## src/rtl/fb_writer_pkg.sv

```systemverilog
// Shared types and helpers for the framebuffer test-pattern writer.
package fb_writer_pkg;

  typedef enum logic [1:0] {
    IDLE  = 2'd0,
    WRITE = 2'd1,
    DONE  = 2'd2
  } state_t;

  typedef enum logic [1:0] {
    PAT_GRADIENT = 2'd0,
    PAT_BARS     = 2'd1,
    PAT_CHECKER  = 2'd2,
    PAT_FLAT     = 2'd3
  } pattern_t;

  localparam int PIXEL_BYTES = 4;

  // Framebuffer word layout: unused top byte, then R, G, B.
  function automatic logic [31:0] pack_pixel(input logic [23:0] rgb);
    return {8'h00, rgb};
  endfunction

endpackage

```

## src/rtl/avalon_if.sv

```systemverilog
// Avalon-MM bus bundle; host drives the request, agent returns waitrequest/readdata.
interface avalon_if #(
  parameter int DATA_BYTES = 4,
  parameter int ADDR_W     = 32
);
  logic [ADDR_W-1:0]       address;
  logic                    write;
  logic                    read;
  logic [8*DATA_BYTES-1:0] writedata;
  logic [DATA_BYTES-1:0]   byteenable;
  logic                    waitrequest;
  logic [8*DATA_BYTES-1:0] readdata;

  modport host (
    output address, write, read, writedata, byteenable,
    input  waitrequest, readdata
  );

  modport agent (
    input  address, write, read, writedata, byteenable,
    output waitrequest, readdata
  );
endinterface

```

## src/rtl/fb_pattern_gen.sv

```systemverilog
// Combinational pixel colour generator: (x, y, pattern, flat level) -> 24-bit RGB.
module fb_pattern_gen
  import fb_writer_pkg::*;
#(
  parameter int XW = 10,
  parameter int YW = 9
) (
  input  logic [XW-1:0] x,
  input  logic [YW-1:0] y,
  input  pattern_t      pattern,
  input  logic [7:0]    flat_level,
  output logic [23:0]   rgb
);

  // Patterns only look at x[9:0] and y[7:0]; narrower counters zero-extend.
  logic [9:0] xe;
  logic [7:0] ye;
  logic       unused_bits;

  assign xe          = 10'(x);
  assign ye          = 8'(y);
  assign unused_bits = ^{x, y};

  always_comb begin
    rgb = 24'h000000;
    case (pattern)
      PAT_GRADIENT: rgb = {xe[7:0], ye, 8'h00};
      PAT_BARS:     rgb = {{8{xe[9]}}, {8{xe[8]}}, {8{xe[7]}}};
      PAT_CHECKER:  rgb = (xe[4] ^ ye[4]) ? 24'hFFFFFF : 24'h000000;
      PAT_FLAT:     rgb = {3{flat_level}};
      default:      rgb = 24'h000000;
    endcase
  end

endmodule

```

## src/rtl/fb_pattern_writer.sv

```systemverilog
// Avalon-MM host that fills the framebuffer with a test pattern, one word per pixel.
// Define FB_WRITER_LOOP_EN to keep writing frames back to back while start is held.
module fb_pattern_writer
  import fb_writer_pkg::*;
#(
  parameter int          HDISP     = 800,
  parameter int          VDISP     = 480,
  parameter logic [31:0] BASE_ADDR = 32'h0000_0000
) (
  input  logic        clk,
  input  logic        rst,
  avalon_if.host      avalon_ifh,
  input  logic        start,
  input  logic [1:0]  pattern,
  output logic        busy,
  output logic        done,
  output logic [15:0] frame_count
);

  localparam int XW = $clog2(HDISP);
  localparam int YW = $clog2(VDISP);
  localparam logic [XW-1:0] X_LAST = XW'(HDISP - 1);
  localparam logic [YW-1:0] Y_LAST = YW'(VDISP - 1);
  localparam logic [31:0]   STRIDE = 32'(PIXEL_BYTES);

`ifdef FB_WRITER_LOOP_EN
  localparam bit LOOP_EN = 1'b1;
`else
  localparam bit LOOP_EN = 1'b0;
`endif

  state_t        state;
  logic [XW-1:0] x, x_n;
  logic [YW-1:0] y, y_n;
  pattern_t      pat_q, pat_n;
  logic [15:0]   fc_n;
  logic [31:0]   addr_q;
  logic [31:0]   wdata_q;
  logic          wr_q;
  logic          accept;
  logic          last_px;
  logic          restart;
  logic [23:0]   rgb_n;
  logic          unused_rdata;

  assign accept  = wr_q && !avalon_ifh.waitrequest;
  assign last_px = (x == X_LAST) && (y == Y_LAST);
  assign restart = start && ((state == IDLE) || (LOOP_EN && (state == DONE)));

  // Next pixel coordinates; writedata is generated from these so it is
  // registered alongside address and stays put while waitrequest stalls.
  always_comb begin
    x_n   = x;
    y_n   = y;
    pat_n = pat_q;
    fc_n  = frame_count;
    if (restart) begin
      x_n   = '0;
      y_n   = '0;
      pat_n = pattern_t'(pattern);
    end else if ((state == WRITE) && accept) begin
      if (last_px) begin
        fc_n = frame_count + 16'd1;
      end else if (x == X_LAST) begin
        x_n = '0;
        y_n = y + YW'(1);
      end else begin
        x_n = x + XW'(1);
      end
    end
  end

  fb_pattern_gen #(
    .XW (XW),
    .YW (YW)
  ) u_gen (
    .x          (x_n),
    .y          (y_n),
    .pattern    (pat_n),
    .flat_level (fc_n[7:0]),
    .rgb        (rgb_n)
  );

  always_ff @(posedge clk or posedge rst) begin
    if (rst) begin
      state       <= IDLE;
      wr_q        <= 1'b0;
      addr_q      <= '0;
      wdata_q     <= '0;
      busy        <= 1'b0;
      done        <= 1'b0;
      frame_count <= '0;
      x           <= '0;
      y           <= '0;
      pat_q       <= PAT_GRADIENT;
    end else begin
      x           <= x_n;
      y           <= y_n;
      pat_q       <= pat_n;
      frame_count <= fc_n;
      wdata_q     <= pack_pixel(rgb_n);
      done        <= 1'b0;
      case (state)
        IDLE: begin
          if (restart) begin
            addr_q <= BASE_ADDR;
            wr_q   <= 1'b1;
            busy   <= 1'b1;
            state  <= WRITE;
          end
        end
        WRITE: begin
          if (accept) begin
            if (last_px) begin
              wr_q  <= 1'b0;
              busy  <= 1'b0;
              done  <= 1'b1;
              state <= DONE;
            end else begin
              addr_q <= addr_q + STRIDE;
            end
          end
        end
        DONE: begin
          if (restart) begin
            addr_q <= BASE_ADDR;
            wr_q   <= 1'b1;
            busy   <= 1'b1;
            state  <= WRITE;
          end else begin
            state <= IDLE;
          end
        end
        default: state <= IDLE;
      endcase
    end
  end

  assign avalon_ifh.address    = addr_q;
  assign avalon_ifh.write      = wr_q;
  assign avalon_ifh.read       = 1'b0;
  assign avalon_ifh.writedata  = wdata_q;
  assign avalon_ifh.byteenable = 4'hF;
  assign unused_rdata          = ^avalon_ifh.readdata;

endmodule

```

## src/flat_wrapper.sv

```systemverilog
// flat-port wrapper written by rule: the top's interface ports become plain ports
module fb_pattern_writer_flat import fb_writer_pkg::*;
#(
  parameter int          HDISP     = 800,
  parameter int          VDISP     = 480,
  parameter logic [31:0] BASE_ADDR = 32'h0000_0000
)
  (clk, rst, start, pattern, busy, done, frame_count, avalon_ifh_address, avalon_ifh_write, avalon_ifh_read, avalon_ifh_writedata, avalon_ifh_byteenable, avalon_ifh_waitrequest, avalon_ifh_readdata);
  avalon_if #(.DATA_BYTES(4)) avalon_ifh_i ();
  input  logic clk;
  input  logic rst;
  input  logic start;
  input  logic [1:0] pattern;
  output logic busy;
  output logic done;
  output logic [15:0] frame_count;
  output wire logic [$bits(avalon_ifh_i.address)-1:0] avalon_ifh_address;
  output wire logic [$bits(avalon_ifh_i.write)-1:0] avalon_ifh_write;
  output wire logic [$bits(avalon_ifh_i.read)-1:0] avalon_ifh_read;
  output wire logic [$bits(avalon_ifh_i.writedata)-1:0] avalon_ifh_writedata;
  output wire logic [$bits(avalon_ifh_i.byteenable)-1:0] avalon_ifh_byteenable;
  input wire logic [$bits(avalon_ifh_i.waitrequest)-1:0] avalon_ifh_waitrequest;
  input wire logic [$bits(avalon_ifh_i.readdata)-1:0] avalon_ifh_readdata;
  assign avalon_ifh_address = avalon_ifh_i.address;
  assign avalon_ifh_write = avalon_ifh_i.write;
  assign avalon_ifh_read = avalon_ifh_i.read;
  assign avalon_ifh_writedata = avalon_ifh_i.writedata;
  assign avalon_ifh_byteenable = avalon_ifh_i.byteenable;
  assign avalon_ifh_i.waitrequest = avalon_ifh_waitrequest;
  assign avalon_ifh_i.readdata = avalon_ifh_readdata;
  fb_pattern_writer #(.HDISP(HDISP), .VDISP(VDISP), .BASE_ADDR(BASE_ADDR)) u_core (.clk(clk), .rst(rst), .avalon_ifh(avalon_ifh_i), .start(start), .pattern(pattern), .busy(busy), .done(done), .frame_count(frame_count));
endmodule
```

## config.mk

```make
export PLATFORM = sky130hd
export DESIGN_NAME = fb_pattern_writer_flat
export DESIGN_NICKNAME = d
export VERILOG_FILES = /design/src/rtl/fb_writer_pkg.sv /design/src/rtl/avalon_if.sv /design/src/rtl/fb_pattern_gen.sv /design/src/rtl/fb_pattern_writer.sv /design/src/flat_wrapper.sv
export SDC_FILE = /design/constraint.sdc
export NUM_CORES = 1
export LEC_CHECK = 0
export BUFFER_PORTS_ARGS = -buffer_cell sky130_fd_sc_hd__buf_2
export CAP_MARGIN = 20
export CORE_ASPECT_RATIO = 0.9
export CORE_MARGIN = 2
export CORE_UTILIZATION = 45
export CTS_BUF_LIST = sky130_fd_sc_hd__clkbuf_8
export DETAILED_ROUTE_END_ITERATION = 7
export PLACE_DENSITY = 0.7
export SYNTH_ARGS = -nofsm -noshare
export SYNTH_HDL_FRONTEND = slang
export SYNTH_SLANG_ARGS = --single-unit
```

## constraint.sdc

```tcl
create_clock -name clk -period 3.2 [get_ports clk]
set_input_delay 0 -clock clk [delete_from_list [all_inputs] [get_ports clk]]
set_output_delay 0 -clock clk [all_outputs]
set_load 0.02 [all_outputs]
```

; ---- Yosys cells after proc, flatten, opt, wreduce, memory -nomap -nowiden
; Cells that the tools add are included.
[totals]
reg_bits = 97
inputBits = 38
out_inout_bits = 88
wordCells = 76
[classes]
n_addsub = 4
n_eq_ne = 13
muxes = 30
bitwise_logic = 2
reduce_logical = 16
[op_table]
columns = op, n
row1 = $mux 32, 3
row2 = $pmux 24 s4, 1
row3 = $pmux 32 s2, 1
row4 = $mux 10, 4
row5 = $mux 9, 4
row6 = $add 32x3->32 const B, 1
row7 = $mux 24, 1
row8 = $mux 8, 3
row9 = $add 16x1->16 const B, 1
row10 = $add 10x1->10 const B, 1
row11 = $eq 10x10->1 const B, 1
row12 = $add 9x1->9 const B, 1
row13 = $eq 9x9->1 const B, 1
row14 = $reduce_and 3->1, 3
row15 = $mux 2, 4
row16 = $ne 2x1->1 const B, 4
row17 = $reduce_and 4->1, 2
row18 = $mux 1, 7
row19 = $eq 2x2->1 const B, 3
row20 = $pmux 2 s3, 1
row21 = $reduce_bool 2->1, 3
row22 = $eq 2x1->1 const B, 2
row23 = $logic_and 1x1->1, 4
row24 = $logic_not 2->1, 2
row25 = other kinds (6), 7

; ---- Longest topological paths before layout
; Gate-level depths: netlist of the first run.
[logic_depth]
ltp_word = 8
ltp_mapped = 8
depth_no_buf = 8

; ---- Modules after synthesis
; From an unflattened synthesis of the first run, not the netlist that was laid out.
[hier_totals]
hier_cells = 525
hier_area_um2 = 4974.8
[modules_own_cells]
columns = module, n_inst, cells_per_inst, area_per_inst_um2
row1 = fb_pattern_writer, 1, 437, 4514.3
row2 = fb_pattern_gen, 1, 88, 460.4

; ---- Worst setup path after synthesis of the first run
; No wires, ideal clock.
[synth_path]
path_type = flip-flop to flip-flop
start = register u_core.x[0]
end = register u_core.wdata_q[0], in the netlist u_core.avalon_ifh.writedata[0]
t_arrival_ns = 2.124
slack_ns = 0.927
path_stages_with_launch = 9
period_less_slack_ns = 2.273
cell_sequence = dfrtp_1 ha_1 nand4_1 nor2_2 nand3_1 xnor2_1 mux2i_2 buf_4 nand3_1
[synth_between]
elab_chain_cells = 8
elab_cells_between_ends = 17
[synth_lines]
columns = element, line_no
row1 = from (decl), fb_pattern_writer.sv:33  ; logic [XW-1:0] x, x_n;
row2 = from (signal assigned), fb_pattern_writer.sv:97  ; x <= x_n;
row3 = $add 10x1->10 / $eq 10x10->1 (equally long branches), "fb_pattern_writer.sv:68, fb_pattern_writer.sv:47, fb_pattern_writer.sv:64"
row4 = $mux 10 (tied with other cells), fb_pattern_writer.sv:64  ; end else if (x == X_LAST) begin
row5 = $mux 10 / $mux 9 (equally long branches), fb_pattern_writer.sv:62  ; if (last_px) begin
row6 = $mux 10 / $mux 9 (equally long branches), fb_pattern_writer.sv:61  ; end else if ((state == WRITE) && accept) begin
row7 = $mux 10 / $mux 9 (equally long branches), fb_pattern_writer.sv:57  ; if (restart) begin
row8 = $xor 1x1->1, fb_pattern_gen.sv:29  ; PAT_CHECKER: rgb = (xe[4] ^ ye[4]) ? 24'hFFFFFF : 24'h000000;
row9 = $mux 24, fb_pattern_gen.sv:29
row10 = $pmux 24 s4 (*), fb_pattern_gen.sv:26  ; case (pattern)
row11 = named net u_core.rgb_n[0], fb_pattern_writer.sv:43  ; logic [23:0] rgb_n;
row12 = to (signal assigned), fb_pattern_writer.sv:101  ; wdata_q <= pack_pixel(rgb_n);
row13 = to (decl), fb_pattern_writer.sv:38  ; logic [31:0] wdata_q;
; The timed path passes the listed nets; every way through them passes the cells marked *. The select of a mux whose other input is x is not followed.
; A chain may end at the register's enable or synchronous reset.

; ---- Final worst setup path of the first run
[layout_path]
start = register u_core.x[0]
end = register u_core.wdata_q[8], in the netlist u_core.avalon_ifh.writedata[8]
; The elaborated chain is that of the path after synthesis.

==> results.sh, run 1 <==
export IMPL_outcome="finished, violations left"
export IMPL_violations="design-rule violations"
export IMPL_drt_total_wl_um=11200
export IMPL_cts_buffer_depth=2
export IMPL_layout_common_cells="dfrtp_1, buf_2, nor2_1"
export IMPL_cts_buffers=9
export IMPL_synth_area_per_cell_um2=9.95
export IMPL_fin_crit_sh_pct=86.8
export IMPL_crit_arrival_ns=2.99
export IMPL_yosys_most_used_dff="dfrtp_1"
export IMPL_worstHoldStart="start"
export IMPL_wire_per_inst_um=16.0
export IMPL_drc=5
export IMPL_crit_family="simple AND/OR/NAND/NOR gates"
export IMPL_ys_seq_area_share_pct=49.2
export IMPL_grt_usage_pct=19.4
export IMPL_fmaxAchievable_mhz=360
export IMPL_path_cells="ha_1 > nand4_1 > nor2_2 > nand3_1 > xnor2_1 > mux2i_2 > buf_4 > a31oi_1"
export IMPL_antenna_found_initial=0
export IMPL_clock_root_buffer="clkbuf_8"
export IMPL_fin_crit_ns=2.78
export IMPL_synth_cell_types=64
export IMPL_share_comb_of_total_power_pct=21.0
export IMPL_place_congestion=0.861
export IMPL_power_internal_mw=1.92
export IMPL_die_h_um=102
export IMPL_cts_num_sinks=95
export IMPL_netlist_instances=485
export IMPL_grt_pass1_wl_um=18100
export IMPL_cp_start_kind="flop"
export IMPL_port_buffer_count=78
export IMPL_h_tree_depth=3
export IMPL_hold_viol=0
export IMPL_cpMaxStageDelayCell="nor2_2"
export IMPL_worst_slew_pin_slew_ns=0.819
export IMPL_cts_clk_slew_worst_paths_ns=0.10
export IMPL_grt_pass1_vias=3725
export IMPL_clkPwrFrac_pct=28.7
export IMPL_synth_edff_count=0
export IMPL_layout_nets=609
export IMPL_finalSetupViolCount=0
export IMPL_rsz0062_at_grt="false"
export IMPL_dp_hpwl_um=8060
export IMPL_final_common_cell="dfrtp_1"
export IMPL_area_growth_pct=15.1
export IMPL_first_pass_iters=7
export IMPL_start_util_pct=46.7
export IMPL_fin_skew_ns=0.0145
export IMPL_path_buf_inv=1
export IMPL_reg2reg_from="u_core.x[0]$_DFF_PP0_"
export IMPL_yosys_warnings=0
export IMPL_switching_share_pct=32.9
export IMPL_ys_ff_latch=95
export IMPL_cpPeakStageDelay_ns=0.41
export IMPL_critPathKind="reg2reg"
export IMPL_first_iter_violations=222
export IMPL_power_density_nw_per_um2=514
export IMPL_io_pins=126
export IMPL_ir_drop_uv=298
export IMPL_drive_above_1_share_pct=21.2
export IMPL_relSlewSlack_pct=45.4
export IMPL_design_die_area_um2=11600
export IMPL_clk_latency_ns=0.37
export IMPL_required_ns=3.42
export IMPL_final_setup_tns_ns=0
export IMPL_drv_cap=0
export IMPL_grt_overflow=0
export IMPL_die_w_um=113
export IMPL_critPathCaptureType="flop"
export IMPL_fill_cells=935
export IMPL_instances_no_fill=701
export IMPL_core_area_um2=10300
export IMPL_hp_class="in2reg"
export IMPL_cts_tree="done"
export IMPL_antenna_cells=0
export IMPL_synth_area_um2=4830
export IMPL_leakage_nw=2.63
export IMPL_rows=35
export IMPL_async_flop_share_pct=100
export IMPL_dpl_cell_count=681
export IMPL_detail_route_antenna_nets=0
export IMPL_dr_total_vias=3973
export IMPL_via_per_inst=5.67
export IMPL_grt_start_max_net_pins=46
export IMPL_worstPathMaxFanout=24
export IMPL_finalMaxSlewViolations=0
export IMPL_switchingPower_mw=0.939
export IMPL_p_seq_share_pct=50.3
export IMPL_startpoint="u_core.x[0]$_DFF_PP0_"
export IMPL_cts_setup_buffers=0
-- synthesized netlist by cell type (2+ instances only) --
library cell,n,area (um2)
inv_1,17,63.8
a31o_2,2,17.5
or2_2,2,12.5
and3_1,8,50.1
a21oi_1,11,55.1
dfrtp_1,95,2380
o31a_1,2,17.5
a32oi_1,5,43.8
buf_4,17,128
nand2_1,34,128
o21a_1,8,60.1
o21ai_1,2,10.0
o2111ai_1,2,17.5
a31oi_1,17,106
xor2_1,14,123
nor4b_1,3,26.3
nor3_1,11,55.1
o21ai_0,10,50.1
o31ai_1,2,15.0
nand2b_1,3,18.8
xnor2_1,33,289
clkbuf_1,13,48.8
nand3b_1,2,15.0
nor4_1,11,68.8
conb_1,2,7.51
nand4_1,17,106
or4_1,4,30.0
nor2_1,49,184
ha_1,4,50.1
and4_1,6,52.6
and2_1,7,43.8
or3_1,3,18.8
nand3_1,32,160
mux2i_1,6,60.1
buf_2,2,10.0
-- logic make-up after synthesis --
| group | Yosys count | synth area share, % |
|---|---|---|
| AOI/OAI and AO/OA | 71 | 9.93 |
| xor gates and xnor gates | 47 | 8.53 |
| adders and majority gates | 4 | 1.04 |
| buffers and inverters | 52 | 5.57 |
| DFF | 95 | 49.2 |
| muxes | 7 | 1.53 |
| other | 2 | 0.156 |
| and+or+nand+nor | 207 | 24.0 |
-- final timing paths --
check,to,depth (start not counted),slack [ns]
max reg2reg,u_core.avalon_ifh.writedata[8]$_DFF_PP0_,8,0.42
max,u_core.avalon_ifh.writedata[8]$_DFF_PP0_,8,0.42
min in group asynchronous,u_core.avalon_ifh.address[18]$_DFFE_PP0P_,3,0.29
min,u_core.x[1]$_DFF_PP0_,3,0.12
max in group asynchronous,u_core.frame_count[2]$_DFF_PP0_,4,2.04
min reg2reg,u_core.frame_count[15]$_DFFE_PP0P_,1,0.48
-- through the flow --
stage / instance area (um2) / hold slack [ns] / worst slack, ns / total power [mW] / utilization, %
2_1_floorplan: 4880 / 0.125 / 0.723 / 1.87 / -
3_3_place_gp: 5310 / 0.167 / 0.528 / 2.04 / 51.4
3_5_place_dp: 5310 / 0.174 / 0.522 / 2.05 / 51.4
4_1_cts: 5560 / 0.119 / 0.495 / 2.87 / 53.8
5_1_grt: 5560 / 0.138 / 0.179 / 3.00 / 53.8
6_report: 5560 / 0.124 / 0.423 / 2.86 / 53.8
-- power by group through the flow --
stage	registers [mW]	logic, mW	clock network [mW]
after floorplan	1.56	0.309	0
after global placement	1.45	0.585	0
after detailed placement	1.46	0.594	0
after CTS	1.43	0.600	0.837
after global routing	1.45	0.655	0.886
final	1.44	0.599	0.821
-- registers in the layout (all words and copies together), names as in the netlist --
register and cells:
u_core.x 10, u_core.pat_q 2, u_core.busy 1, u_core.done 1, u_core.avalon_ifh.writedata 24, u_core.y 9, u_core.state 2, u_core.frame_count 16
u_core.avalon_ifh.address 30
-- worst reg2reg max path, stage by stage, from the launching register on --
cell and delay [ns]:
dfrtp_1 0.40, ha_1 0.24, nand4_1 0.40, nor2_2 0.41
nand3_1 0.14, xnor2_1 0.36, mux2i_2 0.25, buf_4 0.27
a31oi_1 0.14
-- cell type report --
class / count / area, um2 / share of cell area [%]
Multi-Input combinational cell: 351 / 2240 / 40.2
Tap cell: 129 / 161 / 2.91
Timing Repair Buffer: 92 / 505 / 9.10
Clock inverter: 6 / 68.8 / 1.24
Clock buffer: 10 / 138 / 2.48
Sequential cell: 95 / 2380 / 42.8
Inverter: 18 / 68.8 / 1.24
-- layer usage --
layer / global-route usage (%) / up-vias / wire length, um
met2: 31.2 / 131 / 5350
met4: 6.00 / 0 / 170
met1: 26.5 / 1959 / 5050
met5: 0 / - / 0
li1: - / 1863 / -
met3: 4.51 / 20 / 621
-- what timing repair did --
action	4_1_cts	5_1_grt
setup endpoints to repair	0	0
gates resized for setup	0	0
endpoints found under the hold margin	46	0
hold buffers	4	0
(Power assumes the default switching activity.)
==> run 2: changes to the inputs <==
Settings changed: CORE_ASPECT_RATIO 0.9 to default, PLACE_DENSITY 0.7 to 0.69, SYNTH_HIERARCHICAL from default to 1.
==> results.sh, run 2 <==
export IMPL_netlist_instances=525
export IMPL_hold_buffers=2
export IMPL_antenna_found_initial=0
export IMPL_grt_overflow=0
export IMPL_yosys_top_cells_area="dfrtp_1, o21ai_0, a21oi_1"
export IMPL_place_congestion=0.870
export IMPL_io_pins=126
export IMPL_cts_clk_slew_worst_paths_ns=0.09
export IMPL_die_h_um=109
export IMPL_drt_total_wl_um=11600
export IMPL_cts_num_sinks=95
export IMPL_cts_buffer_depth=2
export IMPL_antenna_cells=0
export IMPL_required_ns=3.42
export IMPL_hp_class="in2reg"
export IMPL_power_density_nw_per_um2=458
export IMPL_layout_common_cells="dfrtp_1, buf_2, o21ai_0"
export IMPL_synthMostInstantiatedCell="dfrtp_1"
export IMPL_synth_area_per_cell_um2=9.48
export IMPL_dp_hpwl_um=8100
export IMPL_dpl_cell_count=726
export IMPL_final_setup_tns_ns=0
export IMPL_die_w_um=109
export IMPL_reg2reg_from="u_core/y[0]$_DFF_PP0_"
export IMPL_grt_pass1_vias=3819
export IMPL_final_common_cell="dfrtp_1"
export IMPL_outcome="complete, no violations"
export IMPL_rsz0062_at_grt="false"
export IMPL_startpoint="u_core/y[0]$_DFF_PP0_"
export IMPL_first_iter_violations=315
export IMPL_reg2reg_depth=9
export IMPL_crit_arrival_ns=3.16
export IMPL_cts_setup_buffers=0
export IMPL_synth_common_cells="dfrtp_1, o21ai_0, nand2_1"
export IMPL_relSlewSlack_pct=46.9
export IMPL_clk_latency_ns=0.36
export IMPL_hold_viol=0
export IMPL_grt_usage_pct=20.4
export IMPL_cp_start_kind="flop"
export IMPL_critPathKind="reg2reg"
export IMPL_rows=38
export IMPL_fin_crit_sh_pct=91.7
export IMPL_synth_edff_count=0
export IMPL_postPlaceCellArea_um2=5410
export IMPL_fin_skew_ns=0.00646
export IMPL_instances_no_fill=744
export IMPL_worst_slew_pin_slew_ns=0.796
export IMPL_ir_drop_uv=238
export IMPL_drc=0
export IMPL_synth_top_area_cell="dfrtp_1"
export IMPL_fmaxAchievable_mhz=341
export IMPL_port_buffer_count=78
export IMPL_leakage_nw=2.60
export IMPL_core_area_um2=10800
export IMPL_ys_ff_latch=95
export IMPL_dr_total_vias=4119
export IMPL_wire_per_inst_um=15.5
export IMPL_synth_area_um2=4970
export IMPL_fin_crit_ns=2.93
export IMPL_via_per_inst=5.54
export IMPL_async_flop_share_pct=100
export IMPL_cts_buffers=9
export IMPL_finalInstanceArea_um2=5680
export IMPL_grt_start_max_net_pins=48
export IMPL_drive_above_1_share_pct=20.9
export IMPL_worstHoldStart="pattern[0]"
export IMPL_holdPathStages=4
export IMPL_yosys_warnings=6
export IMPL_finalSetupViolCount=0
export IMPL_cts_tree="done"
export IMPL_detail_route_antenna_nets=0
export IMPL_worstPathMaxFanout=8
export IMPL_yosys_most_used_dff="dfrtp_1"
export IMPL_grt_pass1_wl_um=19000
export IMPL_fill_cells=983
export IMPL_design_die_area_um2=11900
export IMPL_start_util_pct=46.1
export IMPL_totalPowerFinal_mw=2.61
export IMPL_synth_cell_types=61
export IMPL_first_pass_iters=5
export IMPL_area_growth_pct=14.3
export IMPL_cts_resized=0
export IMPL_layout_nets=641
export IMPL_finalMaxSlewViolations=0
export IMPL_drv_cap=0
export IMPL_clock_root_buffer="clkbuf_8"
export IMPL_critPathCaptureType="flop"
export IMPL_h_tree_depth=3
export IMPL_largest_reg_flops=30
export IMPL_ys_seq_area_share_pct=47.8
export IMPL_netlist_area_leader_share_pct=47.8
run 2: metrics by stage:
step	hold WS, ns	utilization [%]	setup WS (ns)
global route	0.0886	52.7	0.0744
detailed placement	0.181	50.1	0.304
global placement	0.172	50.1	0.387
CTS	0.0692	52.7	0.286
floorplan	0.124	-	0.563
finish	0.0854	52.7	0.266
run 2: final cells by class:
cell class	instances	area, um2	area share (%)
repair buffers	90	485	8.54
flip-flops and latches	95	2380	41.8
clock inverters	6	115	2.03
well taps	140	175	3.08
clock buffers	10	138	2.42
inverters	8	31.3	0.550
multi-input cells	395	2360	41.6
run 2: logic make-up (layout without fill, tap and decap cells):
group	after synthesis	after routing	share of synthesized area, %
multiplexers	2	2	0.428
other	2	15	0.151
buffers and inverters	48	114	5.81
XOR/XNOR	25	25	4.40
AO/OA/AOI/OAI	131	131	15.8
adder cells (fa/ha/maj)	4	4	1.01
flip-flops	95	95	47.8
AND/OR/NAND/NOR	218	218	24.6
run 2: worst paths after layout:
kind	slack (ns)	to
setup / recovery	0.27	u_core/avalon_ifh.writedata[14]$_DFF_PP0_
hold / removal	0.09	u_core/pat_q[0]$_DFF_PP0_
setup reg to reg	0.27	u_core/avalon_ifh.writedata[14]$_DFF_PP0_
hold reg to reg	0.48	u_core/frame_count[15]$_DFFE_PP0P_
max in group asynchronous	2.04	u_core/avalon_ifh.address[8]$_DFFE_PP0P_
min in group asynchronous	0.31	u_core/y[8]$_DFF_PP0_
run 2: critical path, cell delays in order, from the launching register on:
cell and delay, ns:
dfrtp_1 0.42, ha_1 0.24, nand2_1 0.09, or3_1 0.61, nor3_2 0.53, nand3_1 0.16, xnor2_1 0.17, and2_1 0.19
o21ai_0 0.26, o21ai_1 0.13
run 2: layer usage:
metal / global-route usage (%) / part of all wire [%] / vias to the layer above
met5: 0 / 0 / -
met4: 5.13 / 0.85 / 0
met3: 4.78 / 5.5 / 9
met2: 32.2 / 47 / 130
met1: 28.2 / 47 / 1966
li1: - / - / 2014
run 2: where the power goes:
group	internal (mW)	leakage (nW)	switching, mW
clock network	0.544	0.123	0.422
logic	0.100	1.19	0.219
registers	1.26	1.28	0.0623
total	1.90	2.60	0.702
